==> config.mk <==
export PLATFORM = sky130hd
export DESIGN_NAME = ahb_sram_slave_flat
export DESIGN_NICKNAME = d
export VERILOG_FILES = /design/src/rtl/ahb_sram_if.sv /design/src/rtl/ahb_sram_slave.sv /design/src/flat_wrapper.sv
export SDC_FILE = /design/constraint.sdc
export NUM_CORES = 1
export LEC_CHECK = 0
export ABC_AREA = 0
export CAP_MARGIN = 20
export CORE_MARGIN = 4
export CORE_UTILIZATION = 30
export CTS_BUF_LIST = sky130_fd_sc_hd__clkbuf_8
export DETAILED_ROUTE_END_ITERATION = 16
export PLACE_DENSITY = 0.81
export SETUP_SLACK_MARGIN = 0.4
export SYNTH_ARGS = -nofsm -noshare
export SYNTH_HDL_FRONTEND = slang
export SYNTH_SLANG_ARGS = --single-unit
export TNS_END_PERCENT = 1
==> constraint.sdc <==
create_clock -name hclk -period 2.35 [get_ports hclk]
set_clock_uncertainty 0.05 [all_clocks]
set_input_delay 0.47 -clock hclk [delete_from_list [all_inputs] [get_ports hclk]]
set_output_delay 0.47 -clock hclk [all_outputs]
set_load 0.01 [all_outputs]
==> src/rtl/ahb_sram_if.sv <==
// rtl/ahb_sram_if.sv - AHB-Lite bus signals between master and SRAM slave
interface ahb_sram_if;
  logic        ahb_sel;
  logic [31:0] ahb_addr;
  logic        ahb_write;
  logic [1:0]  ahb_trans;
  logic [2:0]  ahb_size;
  logic [2:0]  ahb_burst;
  logic [31:0] ahb_wdata;
  logic        ahb_readyi;
  logic        ahb_readyo;
  logic [1:0]  ahb_resp;
  logic [31:0] ahb_rdata;

  modport master (
    output ahb_sel, ahb_addr, ahb_write, ahb_trans, ahb_size, ahb_burst,
           ahb_wdata, ahb_readyi,
    input  ahb_readyo, ahb_resp, ahb_rdata
  );

  modport slave (
    input  ahb_sel, ahb_addr, ahb_write, ahb_trans, ahb_size, ahb_burst,
           ahb_wdata, ahb_readyi,
    output ahb_readyo, ahb_resp, ahb_rdata
  );
endinterface

==> src/rtl/ahb_sram_slave.sv <==
// rtl/ahb_sram_slave.sv - AHB-Lite slave bridging to a 1-cycle-latency single-port SRAM
// Optional macro AHB_SRAM_ERR_EN: reject out-of-range, misaligned or oversized transfers.
module ahb_sram_slave #(
  parameter int AW = 10
) (
  input  logic          hclk,
  input  logic          rst,
  ahb_sram_if.slave     bus,
  output logic          sram_cs,
  output logic          sram_we,
  output logic [3:0]    sram_be,
  output logic [AW-1:0] sram_addr,
  output logic [31:0]   sram_wdata,
  input  logic [31:0]   sram_rdata
);

  typedef enum logic [2:0] {
    S_IDLE, S_WR, S_RD, S_STALL, S_ERR1, S_ERR2
  } state_t;

  state_t        state;
  state_t        state_nxt;
  logic [AW-1:0] wr_addr_q;
  logic [AW-1:0] rd_addr_q;
  logic [3:0]    wr_be_q;
  logic          readyo_q;
  logic [1:0]    resp_q;

  logic          accept;
  logic          reject;
  logic          rd_acc;
  logic          wr_acc;
  logic [AW-1:0] addr_word;
  logic [3:0]    be_dec;
  logic          unused_bits;

  assign addr_word = bus.ahb_addr[AW+1:2];
  // Gating with rst keeps the combinational SRAM read path quiet while in reset.
  assign accept    = !rst && bus.ahb_sel && bus.ahb_readyi && bus.ahb_trans[1];

`ifdef AHB_SRAM_ERR_EN
  logic bad;
  always_comb begin
    bad = (bus.ahb_addr[31:AW+2] != '0) || (bus.ahb_size > 3'b010);
    if (bus.ahb_size == 3'b001 && bus.ahb_addr[0])
      bad = 1'b1;
    if (bus.ahb_size == 3'b010 && bus.ahb_addr[1:0] != 2'b00)
      bad = 1'b1;
  end
  assign reject = accept && bad;
`else
  assign reject = 1'b0;
`endif

  assign wr_acc = accept && !reject && bus.ahb_write;
  assign rd_acc = accept && !reject && !bus.ahb_write;

  always_comb begin
    case (bus.ahb_size)
      3'b000:  be_dec = 4'b0001 << bus.ahb_addr[1:0];
      3'b001:  be_dec = bus.ahb_addr[1] ? 4'b1100 : 4'b0011;
      default: be_dec = 4'b1111;
    endcase
  end

  always_comb begin
    state_nxt = S_IDLE;
    if (reject)
      state_nxt = S_ERR1;
    else if (wr_acc)
      state_nxt = S_WR;
    else if (rd_acc)
      state_nxt = (state == S_WR) ? S_STALL : S_RD;
    else if (state == S_STALL)
      state_nxt = S_RD;
    else if (state == S_ERR1)
      state_nxt = S_ERR2;
  end

  always_ff @(posedge hclk or posedge rst) begin
    if (rst) begin
      state     <= S_IDLE;
      readyo_q  <= 1'b1;
      resp_q    <= 2'b00;
      wr_addr_q <= '0;
      wr_be_q   <= 4'b0000;
      rd_addr_q <= '0;
    end else begin
      state    <= state_nxt;
      readyo_q <= !(state_nxt == S_STALL || state_nxt == S_ERR1);
`ifdef AHB_SRAM_ERR_EN
      resp_q   <= (state_nxt == S_ERR1 || state_nxt == S_ERR2) ? 2'b01 : 2'b00;
`else
      resp_q   <= 2'b00;
`endif
      if (wr_acc) begin
        wr_addr_q <= addr_word;
        wr_be_q   <= be_dec;
      end
      // The SRAM port is busy with the write, so the read address waits a cycle.
      if (rd_acc && state == S_WR)
        rd_addr_q <= addr_word;
    end
  end

  always_comb begin
    sram_cs    = 1'b0;
    sram_we    = 1'b0;
    sram_be    = 4'b0000;
    sram_addr  = '0;
    sram_wdata = '0;
    if (state == S_WR) begin
      sram_cs    = 1'b1;
      sram_we    = 1'b1;
      sram_be    = wr_be_q;
      sram_addr  = wr_addr_q;
      sram_wdata = bus.ahb_wdata;
    end else if (state == S_STALL) begin
      sram_cs   = 1'b1;
      sram_be   = 4'b1111;
      sram_addr = rd_addr_q;
    end else if (rd_acc) begin
      sram_cs   = 1'b1;
      sram_be   = 4'b1111;
      sram_addr = addr_word;
    end
  end

  assign bus.ahb_readyo = readyo_q;
  assign bus.ahb_resp   = resp_q;
  assign bus.ahb_rdata  = (state == S_RD) ? sram_rdata : 32'h0;

  assign unused_bits = ^{bus.ahb_burst, bus.ahb_addr[31:AW+2]};

endmodule

==> src/flat_wrapper.sv <==
// flat-port wrapper written by rule: the top's interface ports become plain ports
module ahb_sram_slave_flat 
#(
  parameter int AW = 10
)
  (hclk, rst, sram_cs, sram_we, sram_be, sram_addr, sram_wdata, sram_rdata, bus_ahb_sel, bus_ahb_addr, bus_ahb_write, bus_ahb_trans, bus_ahb_size, bus_ahb_burst, bus_ahb_wdata, bus_ahb_readyi, bus_ahb_readyo, bus_ahb_resp, bus_ahb_rdata);
  ahb_sram_if bus_i ();
  input  logic hclk;
  input  logic rst;
  output logic sram_cs;
  output logic sram_we;
  output logic [3:0] sram_be;
  output logic [AW-1:0] sram_addr;
  output logic [31:0] sram_wdata;
  input  logic [31:0] sram_rdata;
  input wire logic [$bits(bus_i.ahb_sel)-1:0] bus_ahb_sel;
  input wire logic [$bits(bus_i.ahb_addr)-1:0] bus_ahb_addr;
  input wire logic [$bits(bus_i.ahb_write)-1:0] bus_ahb_write;
  input wire logic [$bits(bus_i.ahb_trans)-1:0] bus_ahb_trans;
  input wire logic [$bits(bus_i.ahb_size)-1:0] bus_ahb_size;
  input wire logic [$bits(bus_i.ahb_burst)-1:0] bus_ahb_burst;
  input wire logic [$bits(bus_i.ahb_wdata)-1:0] bus_ahb_wdata;
  input wire logic [$bits(bus_i.ahb_readyi)-1:0] bus_ahb_readyi;
  output wire logic [$bits(bus_i.ahb_readyo)-1:0] bus_ahb_readyo;
  output wire logic [$bits(bus_i.ahb_resp)-1:0] bus_ahb_resp;
  output wire logic [$bits(bus_i.ahb_rdata)-1:0] bus_ahb_rdata;
  assign bus_i.ahb_sel = bus_ahb_sel;
  assign bus_i.ahb_addr = bus_ahb_addr;
  assign bus_i.ahb_write = bus_ahb_write;
  assign bus_i.ahb_trans = bus_ahb_trans;
  assign bus_i.ahb_size = bus_ahb_size;
  assign bus_i.ahb_burst = bus_ahb_burst;
  assign bus_i.ahb_wdata = bus_ahb_wdata;
  assign bus_i.ahb_readyi = bus_ahb_readyi;
  assign bus_ahb_readyo = bus_i.ahb_readyo;
  assign bus_ahb_resp = bus_i.ahb_resp;
  assign bus_ahb_rdata = bus_i.ahb_rdata;
  ahb_sram_slave #(.AW(AW)) u_core (.hclk(hclk), .rst(rst), .bus(bus_i), .sram_cs(sram_cs), .sram_we(sram_we), .sram_be(sram_be), .sram_addr(sram_addr), .sram_wdata(sram_wdata), .sram_rdata(sram_rdata));
endmodule
==> summary.txt, run 1 <==
Die
  – Die W: 86.3 um
  – Die Y: around 86 um
  – Cell Rows: 28
  – Die area: about 7500 sq um
  – I/O pin count: 192
  – Core area: 5920 sq um
  – Initial core utilization: between 30% and 40%

Clock tree
  – Max clock buf depth: 2
  – Hold buffer count at CTS: 0
  – TritonCTS Sinks: 28
  – CTS tree: done
  – Latest clock arrival within the worst-skew pair: 0.28 ns
  – CTS clk-pin slew, worst paths: 0.10 ns
  – TritonCTS Buffers: 3
  – Root Buffer: clkbuf_8
  – H-Tree Depth: 1

Detailed routing
  – Antenna Nets Post-Route: 0
  – Vias/cell: 4.64
  – DRT Pass-1 Iters: 4
  – WL/cell: 16.6 um
  – Via Count: 2105
  – Iter 0 DRT Violations: 29
  – Drt drc: 0
  – DRT Wirelength: ~7500 um

Pwr
  – Worst vdd ir: 0.384 mV
  – Clock share of power: 28.1%
  – Leak: between 1.5 and 2 nW
  – Power per cell area: between 300 and 400 nW/um^2
  – Switching Share: 24.1%
  – Internal power: 1.03 mW
  – Final Power: 1.36 mW
  – Sequential Power Share: 42.9%
  – Combinational fraction of design power: between 20% and 30%
  – Net load switching power: between 0.3 and 0.4 mW

Placement
  – Gp weighted congestion: 0.808
  – Pre-CTS setup slack: -0.303 ns
  – DP Wirelength: 5740 um
  – Cell total after placement: approximately 440
  – PortBufs: 165

GRT
  – Initial antenna violation count: 0
  – Number of global-route vias before repair: 2112
  – Grt ovf: 0
  – Largest net degree at the start of global routing: 29
  – First-pass GRT wire length: 10800 um
  – GRT Util Overall: 18.1%

Setup path
  – Worst Setup End Kind: output pin
  – Critical-path maximum fanout: 8
  – FF-to-FF End: u_core.rd_addr_q[5]
  – RR Startpoint: u_core.state[2]
  – Critical path data required time: ~1.8 ns
  – Crit Path Category: reg2out
  – Critical Path Start Type: register
  – Worst Setup SP: u_core.state[2]
  – CP endpoint: sram_wdata[8]
  – R2R setup slack: 0.51 ns
  – Worst R2R Path Depth: 5
  – CP arrival: about 1.7 ns

Synthesis
  – Post-Syn Area: 1840 sq um
  – Distinct cells, synth: 29
  – Syn_area_per_cell: 9.44 sq um
  – Mapped Cells: 195
  – Seq/Total Area, Yosys: 38.1%
  – Synth warn: 0
  – Synth Register Bits: 28

Cells and area
  – Antenna cells: 0
  – Final cell count without fillers: about 450
  – Layout area overhead: 110%
  – Fill count: between 400 and 500
  – Nets: just under 500
  – Ratio of cells with drive above 1 in the final layout: roughly 41%

Min path
  – Hold Path Class: in2async

Timing
  – Final hold vios: 0
  – Setup ws final: 0.171 ns
  – Tmin final: 2.18 ns
  – Max Slew Vio Count: 0
  – Fmax: 459 MHz
  – Setup violations, final: 0
  – Setup TNS: 0 ns
  – Fin crit share: 92.7%
  – Hold_ws: about 0.37 ns
  – RSZ-0062 raised after global routing: true

Status
  – Status: finished clean

Run
  – Max cap viols: 0
-- worst max-delay path, cell delays in order, from the launching register on --
cell	delay (ns)
dfrtp_1	0.40
or3b_4	0.43
clkinv_4	0.08
buf_12	0.10
clkbuf_16	0.14
and2_4	0.14
buf_6	0.09
-- cell families after synthesis --
family,share of synthesized area [%]
other,0.204
buffers and inverters,4.96
DFF,38.1
AOI/OAI and AO/OA,7.82
and+or+nand+nor,29.4
muxes,19.5
-- stage by stage --
| step | util, % | instance area (sq um) |
|---|---|---|
| floorplan | - | 1850 |
| global placement | 62.5 | 3700 |
| detailed placement | 62.5 | 3700 |
| CTS | 63.7 | 3770 |
| global route | 65.3 | 3870 |
| finish | 65.3 | 3870 |
-- cells in the mapped netlist --
cell / instances / area [sq um]
mux2_2: 23 / 259
or4_1: 1 / 7.51
inv_1: 4 / 15.0
buf_2: 2 / 10.0
o22ai_1: 10 / 62.6
nand2_1: 12 / 45.0
conb_1: 1 / 3.75
buf_4: 2 / 15.0
clkdlybuf4s18_2: 1 / 10.0
buf_1: 1 / 3.75
nor3_4: 1 / 16.3
or3b_1: 1 / 8.76
and2_1: 64 / 400
nor2_1: 4 / 15.0
nor3_1: 2 / 10.0
clkbuf_1: 10 / 37.5
nand2b_1: 2 / 12.5
dfrtp_1: 27 / 676
o21ai_0: 4 / 20.0
o21a_1: 4 / 30.0
a41oi_1: 1 / 8.76
nand4b_1: 1 / 8.76
and4b_1: 1 / 10.0
o21ai_1: 1 / 5.00
nor2b_1: 1 / 6.26
dfstp_2: 1 / 26.3
a21oi_1: 2 / 10.0
o31ai_1: 1 / 7.51
mux2i_1: 10 / 100
-- power by group through the flow --
stage	Combinational [mW]	Sequential, mW	Clock [mW]
after floorplan	0.150	0.579	0
after global placement	0.365	0.585	0
after detailed placement	0.375	0.590	0
after CTS	0.385	0.582	0.388
after global routing	0.428	0.591	0.409
final	0.396	0.584	0.382
-- placed cells by master (no fill, tap or decap), drive strengths merged --
cell type	synthesis	final
clkdlybuf4s50	0	81
buf	5	76
and2	64	64
dfrtp	27	27
mux2	23	23
clkbuf	10	21
clkdlybuf4s15	0	16
nand2	12	12
mux2i	10	10
o22ai	10	10
o21ai	5	5
nor2	4	4
o21a	4	4
dlygate4sd2	0	4
nor3	3	3
inv	4	3
nand2b	2	2
a21oi	2	2
conb	1	2
and4b	1	1
nand4b	1	1
or3b	1	1
clkinv	0	1
o31ai	1	1
or4	1	1
nor2b	1	1
a41oi	1	1
bufinv	0	1
dfstp	1	1
-- layout make-up --
class | instances | area, sq um | share of cell area [%]
Timing Repair Buffer | 195 | 1810 | 46.8
Clock buffer | 3 | 41.3 | 1.07
Clock inverter | 1 | 30.0 | 0.776
Sequential cell | 28 | 702 | 18.1
Tap cell | 75 | 93.8 | 2.43
Multi-Input combinational cell | 148 | 1170 | 30.2
Inverter | 4 | 20.0 | 0.518
-- per-layer routing --
layer | global-route usage, % | vias up | wire length, um
li1 | - | 1014 | -
met1 | 20.3 | 980 | 2800
met2 | 33.7 | 94 | 3990
met3 | 3.71 | 17 | 554
met4 | 5.81 | 0 | 199
met5 | 0 | - | 0
-- sequential cells by signal (all words and copies together), names as in the netlist --
name / count
u_core.wr_be_q: 4
u_core.bus.ahb_readyo: 1
u_core.wr_addr_q: 10
u_core.state: 3
u_core.rd_addr_q: 10
-- how the worst min path moves through the flow --
stage | from | endpoint | cells past startpoint
after floorplan | u_core.wr_addr_q[0] | u_core.wr_addr_q[0] | 1
after global placement | u_core.wr_addr_q[2] | u_core.wr_addr_q[2] | 1
after detailed placement | u_core.wr_addr_q[0] | u_core.wr_addr_q[0] | 1
after CTS | rst | u_core.state[1] | 3
after global routing | rst | u_core.state[1] | 3
final | rst | u_core.wr_be_q[3] | 3
-- repair_timing --
action                                  in CTS  in global routing
setup buffers                                6                  1
gates cloned                                 3                  1
resized for setup                          256                 78
endpoints found under the setup margin      80                 80
pin swaps                                    5                  3
No activity file was read; power rests on OpenSTA's default activity.
==> inputs of run 2 (changes only) <==
--- a/config.mk
+++ b/config.mk
@@ -11,8 +11,9 @@
 export CORE_UTILIZATION = 30
 export CTS_BUF_LIST = sky130_fd_sc_hd__clkbuf_8
 export DETAILED_ROUTE_END_ITERATION = 16
-export PLACE_DENSITY = 0.81
+export PLACE_DENSITY = 0.88
 export SETUP_SLACK_MARGIN = 0.4
+export SKIP_LAST_GASP = 1
 export SYNTH_ARGS = -nofsm -noshare
 export SYNTH_HDL_FRONTEND = slang
 export SYNTH_SLANG_ARGS = --single-unit
==> run 2 against run 1 <==
  * Register-to-register slack got worse by 0.02 ns
  * Routed wire length down 3.5%
  * First-iteration DRC count is 10% higher
  * Sequential share of layout area rose by 1.2 points
  * Cell area down 6.2%
  * Critical endpoint is now sram_wdata[7]
  * Largest cell class unchanged
  * Largest power group unchanged
==> summary.txt, run 2 (synthesis gave the netlist of run 1 again) <==
Status
  – Status: finished clean (unchanged)

Clock tree
  – Latest clock arrival within the worst-skew pair: 0.26 ns (was 0.28 ns)
  – CTS tree: done (unchanged)
  – CTS clk-pin slew, worst paths: 0.09 ns (was 0.10 ns)
  – Hold buffer count at CTS: 0 (unchanged)
  – Max clock buf depth: 2 (unchanged)
  – TritonCTS Buffers: 3 (unchanged)
  – Root Buffer: clkbuf_8 (unchanged)
  – TritonCTS Sinks: 28 (unchanged)
  – H-Tree Depth: 1 (unchanged)

Die
  – Die Y: 86.3 um (unchanged)
  – Cell Rows: 28 (unchanged)
  – Core area: 5920 sq um (unchanged)
  – I/O pin count: 192 (unchanged)
  – Die W: 86.3 um (unchanged)
  – Initial core utilization: 31.1% (unchanged)
  – Die area: 7450 sq um (unchanged)

Setup path
  – Bufs and invs on worst path: 3 (was 4)
  – Critical Path Start Type: register (unchanged)
  – Top Family by Delay on Critical Path: simple AND/OR/NAND/NOR gates (unchanged)
  – Critical-path maximum fanout: 8 (unchanged)
  – Critical path data required time: 1.83 ns (about the same)
  – CP arrival: 1.65 ns (was 1.66 ns)
  – Worst Setup End Kind: output pin (unchanged)
  – Worst Setup SP: u_core.state[1] (was u_core.state[2])
  – RR Startpoint: u_core.state[1] (was u_core.state[2])
  – Max stage delay on crit path: 0.44 ns (was 0.43 ns)
  – Crit-path slowest cell: or3b_4 (unchanged)
  – Crit Path Category: reg2out (unchanged)
  – Crit-path cells: or3b_4 > inv_6 > buf_6 > and2_1 > clkbuf_2 (was or3b_4 > clkinv_4 > buf_12 > clkbuf_16 > and2_4 > buf_6)

Placement
  – DP Wirelength: 5700 um (was 5740 um)
  – PortBufs: 165 (unchanged)
  – Gp weighted congestion: 0.767 (was 0.808)
  – Pre-CTS setup slack: -0.296 ns (was -0.303 ns)

GRT
  – Grt ovf: 0 (unchanged)
  – Number of global-route vias before repair: 2078 (was 2112)
  – Initial antenna violation count: 0 (unchanged)
  – Largest net degree at the start of global routing: 34 (was 29)
  – GRT Util Overall: 17.3% (was 18.1%)
  – First-pass GRT wire length: 10300 um (was 10800 um)

Detailed routing
  – Via Count: 2059 (was 2105)
  – Antenna Nets Post-Route: 0 (unchanged)
  – Iter 0 DRT Violations: 32 (was 29)
  – DRT Pass-1 Iters: 4 (unchanged)
  – DRT Wirelength: 7280 um (was 7550 um)
  – WL/cell: 16.1 um (was 16.6 um)
  – Drt drc: 0 (unchanged)
  – Vias/cell: 4.57 (was 4.64)

Timing
  – Setup violations, final: 0 (unchanged)
  – Tmin final: 2.17 ns (was 2.18 ns)
  – Max Slew Vio Count: 0 (unchanged)
  – Final hold vios: 0 (unchanged)
  – Setup TNS: 0 ns (unchanged)
  – Fmax: 462 MHz (was 459 MHz)
  – RSZ-0062 raised after global routing: true (unchanged)
  – Setup ws final: 0.185 ns (was 0.171 ns)
  – Fin crit share: 92.1% (was 92.7%)

Cells and area
  – Antenna cells: 0 (unchanged)
  – Commonest cells after routing, fill and taps aside: clkdlybuf4s50_1, and2_1, clkbuf_2 (was clkdlybuf4s50_1, and2_1, buf_2)
  – Largest regs: u_core.rd_addr_q x10, u_core.wr_addr_q x10, u_core.wr_be_q x4 (unchanged)
  – Ratio of cells with drive above 1 in the final layout: 39.6% (was 40.9%)
  – Nets: 486 (was 489)
  – Most common cell after layout, fill and taps aside: clkdlybuf4s50_1 (unchanged)
  – Layout area overhead: 97.1% (was 110%)

Min path
  – Hold Path Class: in2async (unchanged)

Pwr
  – Power per cell area: 340 nW/um^2 (was 352 nW/um^2)
  – Worst vdd ir: 0.331 mV (was 0.384 mV)
  – Leak: 1.81 nW (was 1.84 nW)

Run
  – Max cap viols: 0 (unchanged)
-- run 2: changes by cell type in the layout (fill, tap and decap cells not counted), sizes merged, moves of 4 or more --
cell and change:
buf -16, clkbuf +28, clkdlybuf4s15 -14, dlygate4sd2 -4
dlymetal6s2s +4
-- run 2: what timing repair did --
action	in CTS	in global routing
setup endpoints to repair	80	90
pin swaps	2	7
gates cloned	1	3
buffers inserted	3	3
resized for setup	153	154
-- run 2: metal layers --
metal  up-vias  part of all wire (%)  track usage (%)
met5         -                     0                0
met4         0                  0.47             2.55
met3         4                   8.6             4.37
met2        74                    56             35.7
met1       970                    35             17.3
li1       1011                     -                -
-- run 2: path summary, 6_finish.rpt --
path,endpoint,slack [ns],depth (start not counted)
max,sram_wdata[7],0.18,5
min,u_core.wr_addr_q[4],0.26,3
max reg2reg,u_core.rd_addr_q[7],0.49,5
min reg2reg,u_core.wr_addr_q[0],0.46,1
max in group asynchronous,u_core.bus.ahb_readyo,1.68,3
min in group hclk,u_core.wr_addr_q[0],0.46,1
-- run 2: final cells by class --
class | instances | area (sq um)
Clock buffer | 4 | 55.1
Fill cell | 520 | 2290
Multi-Input combinational cell | 148 | 1100
Inverter | 4 | 20.0
Tap cell | 75 | 93.8
Timing Repair Buffer | 192 | 1660
Sequential cell | 28 | 702
-- run 2: per-stage QoR --
step / instances / hold WS [ns] / total power [mW] / area [sq um] / utilization, %
final: 451 / 0.264 / 1.24 / 3630 / 61.3
after CTS: 445 / 0.464 / 1.24 / 3710 / 62.7
after global routing: 451 / 0.296 / 1.30 / 3630 / 61.3
after detailed placement: 437 / 0.442 / 0.966 / 3710 / 62.6
after floorplan: 196 / 0.429 / 0.730 / 1850 / -
after global placement: 437 / 0.437 / 0.950 / 3710 / 62.6
-- run 2: power by group --
group / total, mW / internal (mW) / switching [mW]
Combinational: 0.371 / 0.246 / 0.125
Clock: 0.285 / 0.149 / 0.136
Sequential: 0.579 / 0.548 / 0.0314
-- run 2: tightest hold or removal path: stages --
cell and delay, ns:
dlymetal6s2s_1 0.14, inv_1 0.05, buf_4 0.33
==> inputs of run 3 (changes only) <==
--- a/config.mk
+++ b/config.mk
@@ -11,9 +11,11 @@
 export CORE_UTILIZATION = 30
 export CTS_BUF_LIST = sky130_fd_sc_hd__clkbuf_8
 export DETAILED_ROUTE_END_ITERATION = 16
+export HOLD_SLACK_MARGIN = 0.06
 export PLACE_DENSITY = 0.88
 export SETUP_SLACK_MARGIN = 0.4
 export SKIP_LAST_GASP = 1
+export SLEW_MARGIN = 10
 export SYNTH_ARGS = -nofsm -noshare
 export SYNTH_HDL_FRONTEND = slang
 export SYNTH_SLANG_ARGS = --single-unit
==> results of run 3 <==
Final layout, timing and power as in run 2 (identical DEF).
